### src/rtl/audio_pkg.sv
// Shared audio-path definitions used by the I2S transmitter and receiver.
package audio_pkg;

  localparam int SAMPLE_W = 12;

  typedef enum logic [1:0] {
    SYNC    = 2'd0,
    CAPTURE = 2'd1,
    SKIP    = 2'd2
  } i2s_rx_state_t;

  typedef enum logic {
    LEFT  = 1'b0,
    RIGHT = 1'b1
  } i2s_channel_t;

endpackage

### src/rtl/i2s_receiver.sv
// I2S deserialiser: captures MSB-first slots one bit after each WS transition
// and presents coherent left/right pairs with a one-cycle valid strobe.
//
// state   | meaning
// SYNC    | after reset, waiting for the first WS transition
// CAPTURE | shifting in bits of the current slot
// SKIP    | word complete, ignoring padding until the next WS transition
module i2s_receiver
  import audio_pkg::*;
#(
  parameter int WIDTH = SAMPLE_W
) (
  input  logic             s_clk,
  input  logic             reset,
  input  logic             word_select,
  input  logic             sound_bit_in,
  output logic [WIDTH-1:0] left_sample,
  output logic [WIDTH-1:0] right_sample,
  output logic             sample_valid,
  output logic             framing_error
);

  localparam int CW = $clog2(WIDTH + 1);
  localparam logic [CW-1:0] LAST = CW'(WIDTH - 1);

  i2s_rx_state_t   state;
  i2s_channel_t    chan;
  logic            ws_q;
  logic            left_ok;
  logic [CW-1:0]   count;
  logic [WIDTH-1:0] shift;
  logic [WIDTH-1:0] left_hold;

  logic             ws_edge;
  logic             word_done;
  logic [WIDTH-1:0] word;

  assign ws_edge   = (word_select != ws_q);
  assign word      = {shift[WIDTH-2:0], sound_bit_in};
  // A WS transition at count == WIDTH-1 still delivers the LSB on this edge.
  assign word_done = (state == CAPTURE) && (count == LAST);

  always_ff @(posedge s_clk or negedge reset) begin
    if (!reset) begin
      state         <= SYNC;
      chan          <= LEFT;
      ws_q          <= 1'b0;
      left_ok       <= 1'b0;
      count         <= '0;
      shift         <= '0;
      left_hold     <= '0;
      left_sample   <= '0;
      right_sample  <= '0;
      sample_valid  <= 1'b0;
      framing_error <= 1'b0;
    end else begin
      ws_q          <= word_select;
      sample_valid  <= 1'b0;
      framing_error <= 1'b0;

      if (word_done) begin
        if (chan == LEFT) begin
          left_hold <= word;
          left_ok   <= 1'b1;
        end else if (left_ok) begin
          left_sample  <= left_hold;
          right_sample <= word;
          sample_valid <= 1'b1;
          left_ok      <= 1'b0;
        end
      end

      case (state)
        SYNC, SKIP: begin
          if (ws_edge) begin
            state <= CAPTURE;
            count <= '0;
            chan  <= i2s_channel_t'(word_select);
          end
        end
        CAPTURE: begin
          if (ws_edge) begin
            if (count != LAST) begin
              framing_error <= 1'b1;
              left_ok       <= 1'b0;
            end
            count <= '0;
            chan  <= i2s_channel_t'(word_select);
          end else if (word_done) begin
            state <= SKIP;
            count <= count + CW'(1);
          end else begin
            shift <= word;
            count <= count + CW'(1);
          end
        end
        default: state <= SYNC;
      endcase
    end
  end

endmodule

### config.mk
export PLATFORM = sky130hd
export DESIGN_NAME = i2s_receiver
export DESIGN_NICKNAME = d
export VERILOG_FILES = /design/src/rtl/audio_pkg.sv /design/src/rtl/i2s_receiver.sv
export SDC_FILE = /design/constraint.sdc
export NUM_CORES = 1
export LEC_CHECK = 0
export CAP_MARGIN = 30
export CORE_UTILIZATION = 49
export DETAILED_ROUTE_END_ITERATION = 8
export HOLD_SLACK_MARGIN = 0.08
export PLACE_DENSITY = 0.75
export SYNTH_ARGS = -nofsm -noshare
export SYNTH_HDL_FRONTEND = slang
export SYNTH_SLANG_ARGS = --single-unit
### constraint.sdc
create_clock -name s_clk -period 1.95 [get_ports s_clk]
set_input_delay 0.2925 -clock s_clk [delete_from_list [all_inputs] [get_ports s_clk]]
set_output_delay 0.2925 -clock s_clk [all_outputs]
set_load 0.005 [all_outputs]
Word-level counts from Yosys, hierarchy flattened
Index checks and enable logic that the tools add are counted.
{ "totals": {"register_bits": 58, "out_inout_bits": 26, "wordCells": 52} }
{ "op_classes": {"addsub": 1, "eq_ne": 8, "n_mux": 18, "n_bitwise": 3, "reduce_logical": 11} }
{ "ops": {"columns": ["op", "n"], "rows": [
  ["$mux 1", 11],
  ["$reduce_and 3->1", 3],
  ["$mux 4", 2],
  ["$pmux 4 s2", 1],
  ["$mux 2", 3],
  ["$ne 2x2->1 const B", 3],
  ["$reduce_and 2->1", 3],
  ["$add 4x1->4 const B", 1],
  ["$eq 4x4->1 const B", 1],
  ["$ne 4x4->1 const B", 1],
  ["$pmux 2 s2", 1],
  ["$not 1->1", 3],
  ["$reduce_or 3->1", 1],
  ["$eq 2x1->1 const B", 1],
  ["$eq 2x2->1 const B", 1],
  ["$logic_not 2->1", 1],
  ["$reduce_bool 2->1", 1],
  ["$reduce_or 2->1", 1],
  ["$logic_and 1x1->1", 1],
  ["$ne 1x1->1", 1]
]} }

Depth between registers and ports, before layout
{ "logic_depth": {"word_depth": 6, "depth_mapped": 6, "ltp_nobuf": 4} }

Least setup slack after synthesis
Ideal clock, no wire load.
{ "synth_path": {"kind": "reg-to-reg", "startpoint": "register count[0]", "endpoint": "register right_sample[0]", "arrival_ns": 1.681, "slack_ns": 0.144, "stages_incl_launch_ff": 6, "path_buffers": 1, "synth_period_minus_slack_ns": 1.806, "path_cell_list": "dfrtp_1 -> ha_1 -> nand3b_4 -> nor3_2 -> buf_6 -> mux2_2"} }
{ "synth_via": {"elab_chain_len": 3} }
{ "synth_lines": {"columns": ["element", "line_no", "source"], "rows": [
  ["from (decl)", "i2s_receiver.sv:30", "logic [CW-1:0] count;"],
  ["from (signal assigned)", "i2s_receiver.sv:91", "count <= count + CW'(1);"],
  ["from (signal assigned)", "i2s_receiver.sv:94", "count <= count + CW'(1);"],
  ["$eq 4x4->1", "i2s_receiver.sv:41", "assign word_done = (state == CAPTURE) && (count == LAST);"],
  ["$logic_and 1x1->1", "i2s_receiver.sv:41", null],
  ["$reduce_and 3->1 (no line)", null, null],
  ["to (signal assigned)", "i2s_receiver.sv:67", "right_sample <= word;"],
  ["to (decl)", "i2s_receiver.sv:18", "output logic [WIDTH-1:0] right_sample,"]
]} }
No other way between the ends.
A chain may end at the register's enable or synchronous reset.

Worst setup path in the final report
{ "layout_path": {"startpoint": "register count[0]", "endpoint": "register left_hold[5]"} }
{ "layout_via": {"elab_chain_len": 3} }
{ "layout_lines": {"columns": ["element", "line_no", "source"], "rows": [
  ["$eq 4x4->1", "i2s_receiver.sv:41", null],
  ["$logic_and 1x1->1", "i2s_receiver.sv:41", null],
  ["$reduce_and 2->1 (no line)", null, null],
  ["to (signal assigned)", "i2s_receiver.sv:63", "left_hold <= word;"],
  ["to (decl)", "i2s_receiver.sv:32", "logic [WIDTH-1:0] left_hold;"]
]} }
No other way between the ends.

==> summary.md <==
| Metric | Value |
|---|---|
| Outcome | `complete, no violations` |
| Crit. End Element | `register` |
| Startpoint Class | `register` |
| Crit path DAT | `between 2000 and 2500 ps` |
| Clock slew at reported path FFs | `~60 ps` |
| Drt pass-1 iters | `4` |
| Die ar. | `between 5000 and 6000 µm²` |
| Root buffer cell | `clkbuf_8` |
| Die Y | `roughly 70 µm` |
| Routed len/inst | `between 15 and 20 µm` |
| Largest net degree at the start of global routing | `between 50 and 60` |
| WP data required | `2160 ps` |
| Die Width | `roughly 70 µm` |
| CTS tree | `yes` |
| Final Power | `2.712 mW` |
| # fillers | `between 300 and 400` |
| Hpwl dp | `2667 µm` |
| Largest delay share family, worst path | `simple AND/OR/NAND/NOR gates` |
| Cells after Synth | `around 160` |
| Synth Cell Area | `approximately 2400 µm²` |
| Skew-Pair Late Insertion Delay | `roughly 330 ps` |
| Slew Limit Headroom | `80.08%` |
| Fmax | `0.5489 GHz` |
| GP Congestion | `roughly 0.76` |
| Final period util | `a little over 90%` |
| Ports | `30` |
| Initial DRC count | `99` |
| Synth-to-layout area growth | `23.07%` |
| Starting Density | `between 50% and 60%` |
| CP Buf/Inv Count | `1` |
| Via density | `roughly 5.3` |
| Slew @ Worst Pin | `between 200 and 300 ps` |
| Leak pwr | `1.438 nW` |
| Initial antenna violation count | `0` |
| Internal power | `roughly 2 mW` |
| Layout cells sized above 1 | `a little under two fifths` |
| Fin nets | `between 200 and 250` |
| TritonCTS buffer count | `9` |
| Number of max-cap violations | `0` |
| Final Max Tran Viols | `0` |
| Total congestion overflow | `0` |
| DR vias | `about 1300` |
| Setup TNS | `0 ps` |
| Minimum clock period | `1822 ps` |
| Final antenna diode count | `0` |
| Core area | `4504 µm²` |
| Uppermost routed layer | `met4` |
| Multi-input logic area | `around 840 µm²` |
| Mean area per synthesized cell | `about 15 µm²` |
| Worst VDD drop | `473.4 µV` |
| Commonest non-fill, non-tap cell in the layout | `dfrtp_1` |
| Met1 WL | `about 1700 µm` |
| Critical path type | `reg -> reg` |
| GRT Total Usage | `between 15 and 20%` |
| Yosys reg bits | `between 50 and 60` |
| CP max stage delay | `~410 ps` |
| Comb power frac | `under 10%` |
| Sequential fraction of the synthesis area | `about three fifths` |
| Hold Crit Class | `in -> async` |
| Syn Nets | `between 150 and 200` |
| First-pass GRT wire length | `approximately 6600 µm` |
| Vias in the first global route | `approximately 1400` |
| Switching Share | `about a quarter` |
| PostCTS Resize Cnt | `0` |
| PwrDens | `about 930 nW/µm²` |
| Fin Hold WS | `between 400 and 500 ps` |
| Sw Pwr | `663.2 µW` |
| Final setup violation count | `0` |
| Worst Skew | `4.726 ps` |
| DRC | `0` |
| Clk pwr share | `around 38%` |
| ANT nets after route | `0` |
| Sequential Area | `~1500 µm²` |
| CTS sink cnt | `slightly below 60` |
| H-tree depth | `3` |
| Metal3 WL | `between 100 and 150 µm` |
| Flop pwr share | `approximately 54%` |
| Routed wl met2 | `1940 µm` |
| Synth warn | `0` |
| Most frequent cells in the layout | `58 x dfrtp_1, 38 x mux2_2, 28 x clkdlybuf4s50_1, 9 x mux2_4, 9 x clkbuf_8` |
| Worst path cell trace | `ha_1 -> nand3b_4 -> or3_1 -> buf_4 -> mux2_4` |
| Final Hold Vio Count | `0` |
| # rows | `24` |
| Slowest CP cell | `dfrtp_1` |
| Unique masters post-synth | `31` |
| Clock buffer depth | `2` |
| IO Port Bufs | `29` |
| Peak fanout along the critical path | `7` |
| RSZ-0062 raised after global routing | `false` |
| WL final | `approximately 3800 µm` |
-- cell type report --
cell class                      count  area share [%]
Sequential cell                    58           49.76
Clock buffer                       10           4.376
Timing Repair Buffer               38           12.61
Clock inverter                      6           1.973
Inverter                            1          0.1287
Multi-Input combinational cell     88           28.91
Tap cell                           52           2.231
-- cell families after synthesis --
family / Yosys count / share of synthesized area (%)
buffers and inverters: 9 / 3.431
adders and majority gates: 1 / 0.5279
AOI/OAI and AO/OA: 10 / 2.429
and+or+nand+nor: 27 / 7.393
DFF: 58 / 61.25
xor gates and xnor gates: 1 / 0.3697
muxes: 49 / 24.60
-- worst min-delay path: stages --
cell	delay (ps)
dlygate4sd3_1	520
buf_2	120
buf_12	270
-- metal layers --
layer,vias up,GRT usage (%)
met5,-,0
met4,0,11.76
met3,9,4.360
met2,27,27.72
met1,684,21.37
li1,629,-
-- state kept, by name, indices dropped and copies added (netlist names) --
name,flops
right_sample,12
sample_valid,1
shift,11
ws_q,1
chan,1
framing_error,1
state,2
count,4
left_hold,12
left_sample,12
left_ok,1
-- path summary, 6_finish.rpt --
check | slack (ps) | endpoint | cells past startpoint | startpoint
worst max-delay path | 130 | left_hold[5] | 5 | count[0]
worst min-delay path | 490 | left_sample[3] | 3 | reset
worst max register to register | 130 | left_hold[5] | 5 | count[0]
min in group s_clk | 490 | chan | 1 | ws_q
worst min register to register | 490 | chan | 1 | ws_q
max in group asynchronous | 1210 | count[1] | 3 | reset
-- metrics by stage --
step | worst slack [ps] | cells | instance area, µm² | utilization (%)
6_report | 128.3 | 253 | 2917 | 64.75
4_1_cts | 113.2 | 253 | 2917 | 64.75
5_1_grt | 24.00 | 253 | 2917 | 64.75
3_5_place_dp | 123.7 | 236 | 2721 | 60.42
2_1_floorplan | 144.4 | 155 | 2370 | -
3_3_place_gp | 208.6 | 236 | 2721 | 60.42
-- timing repair --
item	CTS	global route
buffers inserted	0	0
hold endpoints to repair	58	0
hold buffers	1	0
-- Yosys cell counts (all sizes together) --
cell type | n | area, µm²
nor4bb | 1 | 10.01
nand3b | 2 | 27.53
nand3 | 2 | 10.01
nand4 | 2 | 12.51
a21oi | 4 | 20.02
xnor2 | 1 | 8.760
a221o | 1 | 10.01
ha | 1 | 12.51
clkbuf | 1 | 3.750
nand2 | 7 | 26.28
and2 | 3 | 18.77
a22oi | 1 | 7.510
nor2 | 2 | 7.510
nor3 | 1 | 10.01
nor2b | 1 | 6.260
mux2 | 47 | 563.0
buf | 7 | 73.81
nor3b | 1 | 7.510
or3 | 1 | 6.260
dfrtp | 58 | 1451
inv | 1 | 3.750
and3 | 2 | 12.51
o21ai | 4 | 20.02
mux2i | 2 | 20.02
nand2b | 2 | 20.02
-- power groups by stage --
stage | combinational [mW] | clock [mW] | sequential, mW
3_5_place_dp | 0.233 | 0 | 1.48
6_report | 0.229 | 1.03 | 1.46
4_1_cts | 0.235 | 1.05 | 1.46
2_1_floorplan | 0.165 | 0 | 1.43
3_3_place_gp | 0.217 | 0 | 1.47
5_1_grt | 0.254 | 1.12 | 1.48
(Power assumes the default switching activity.)
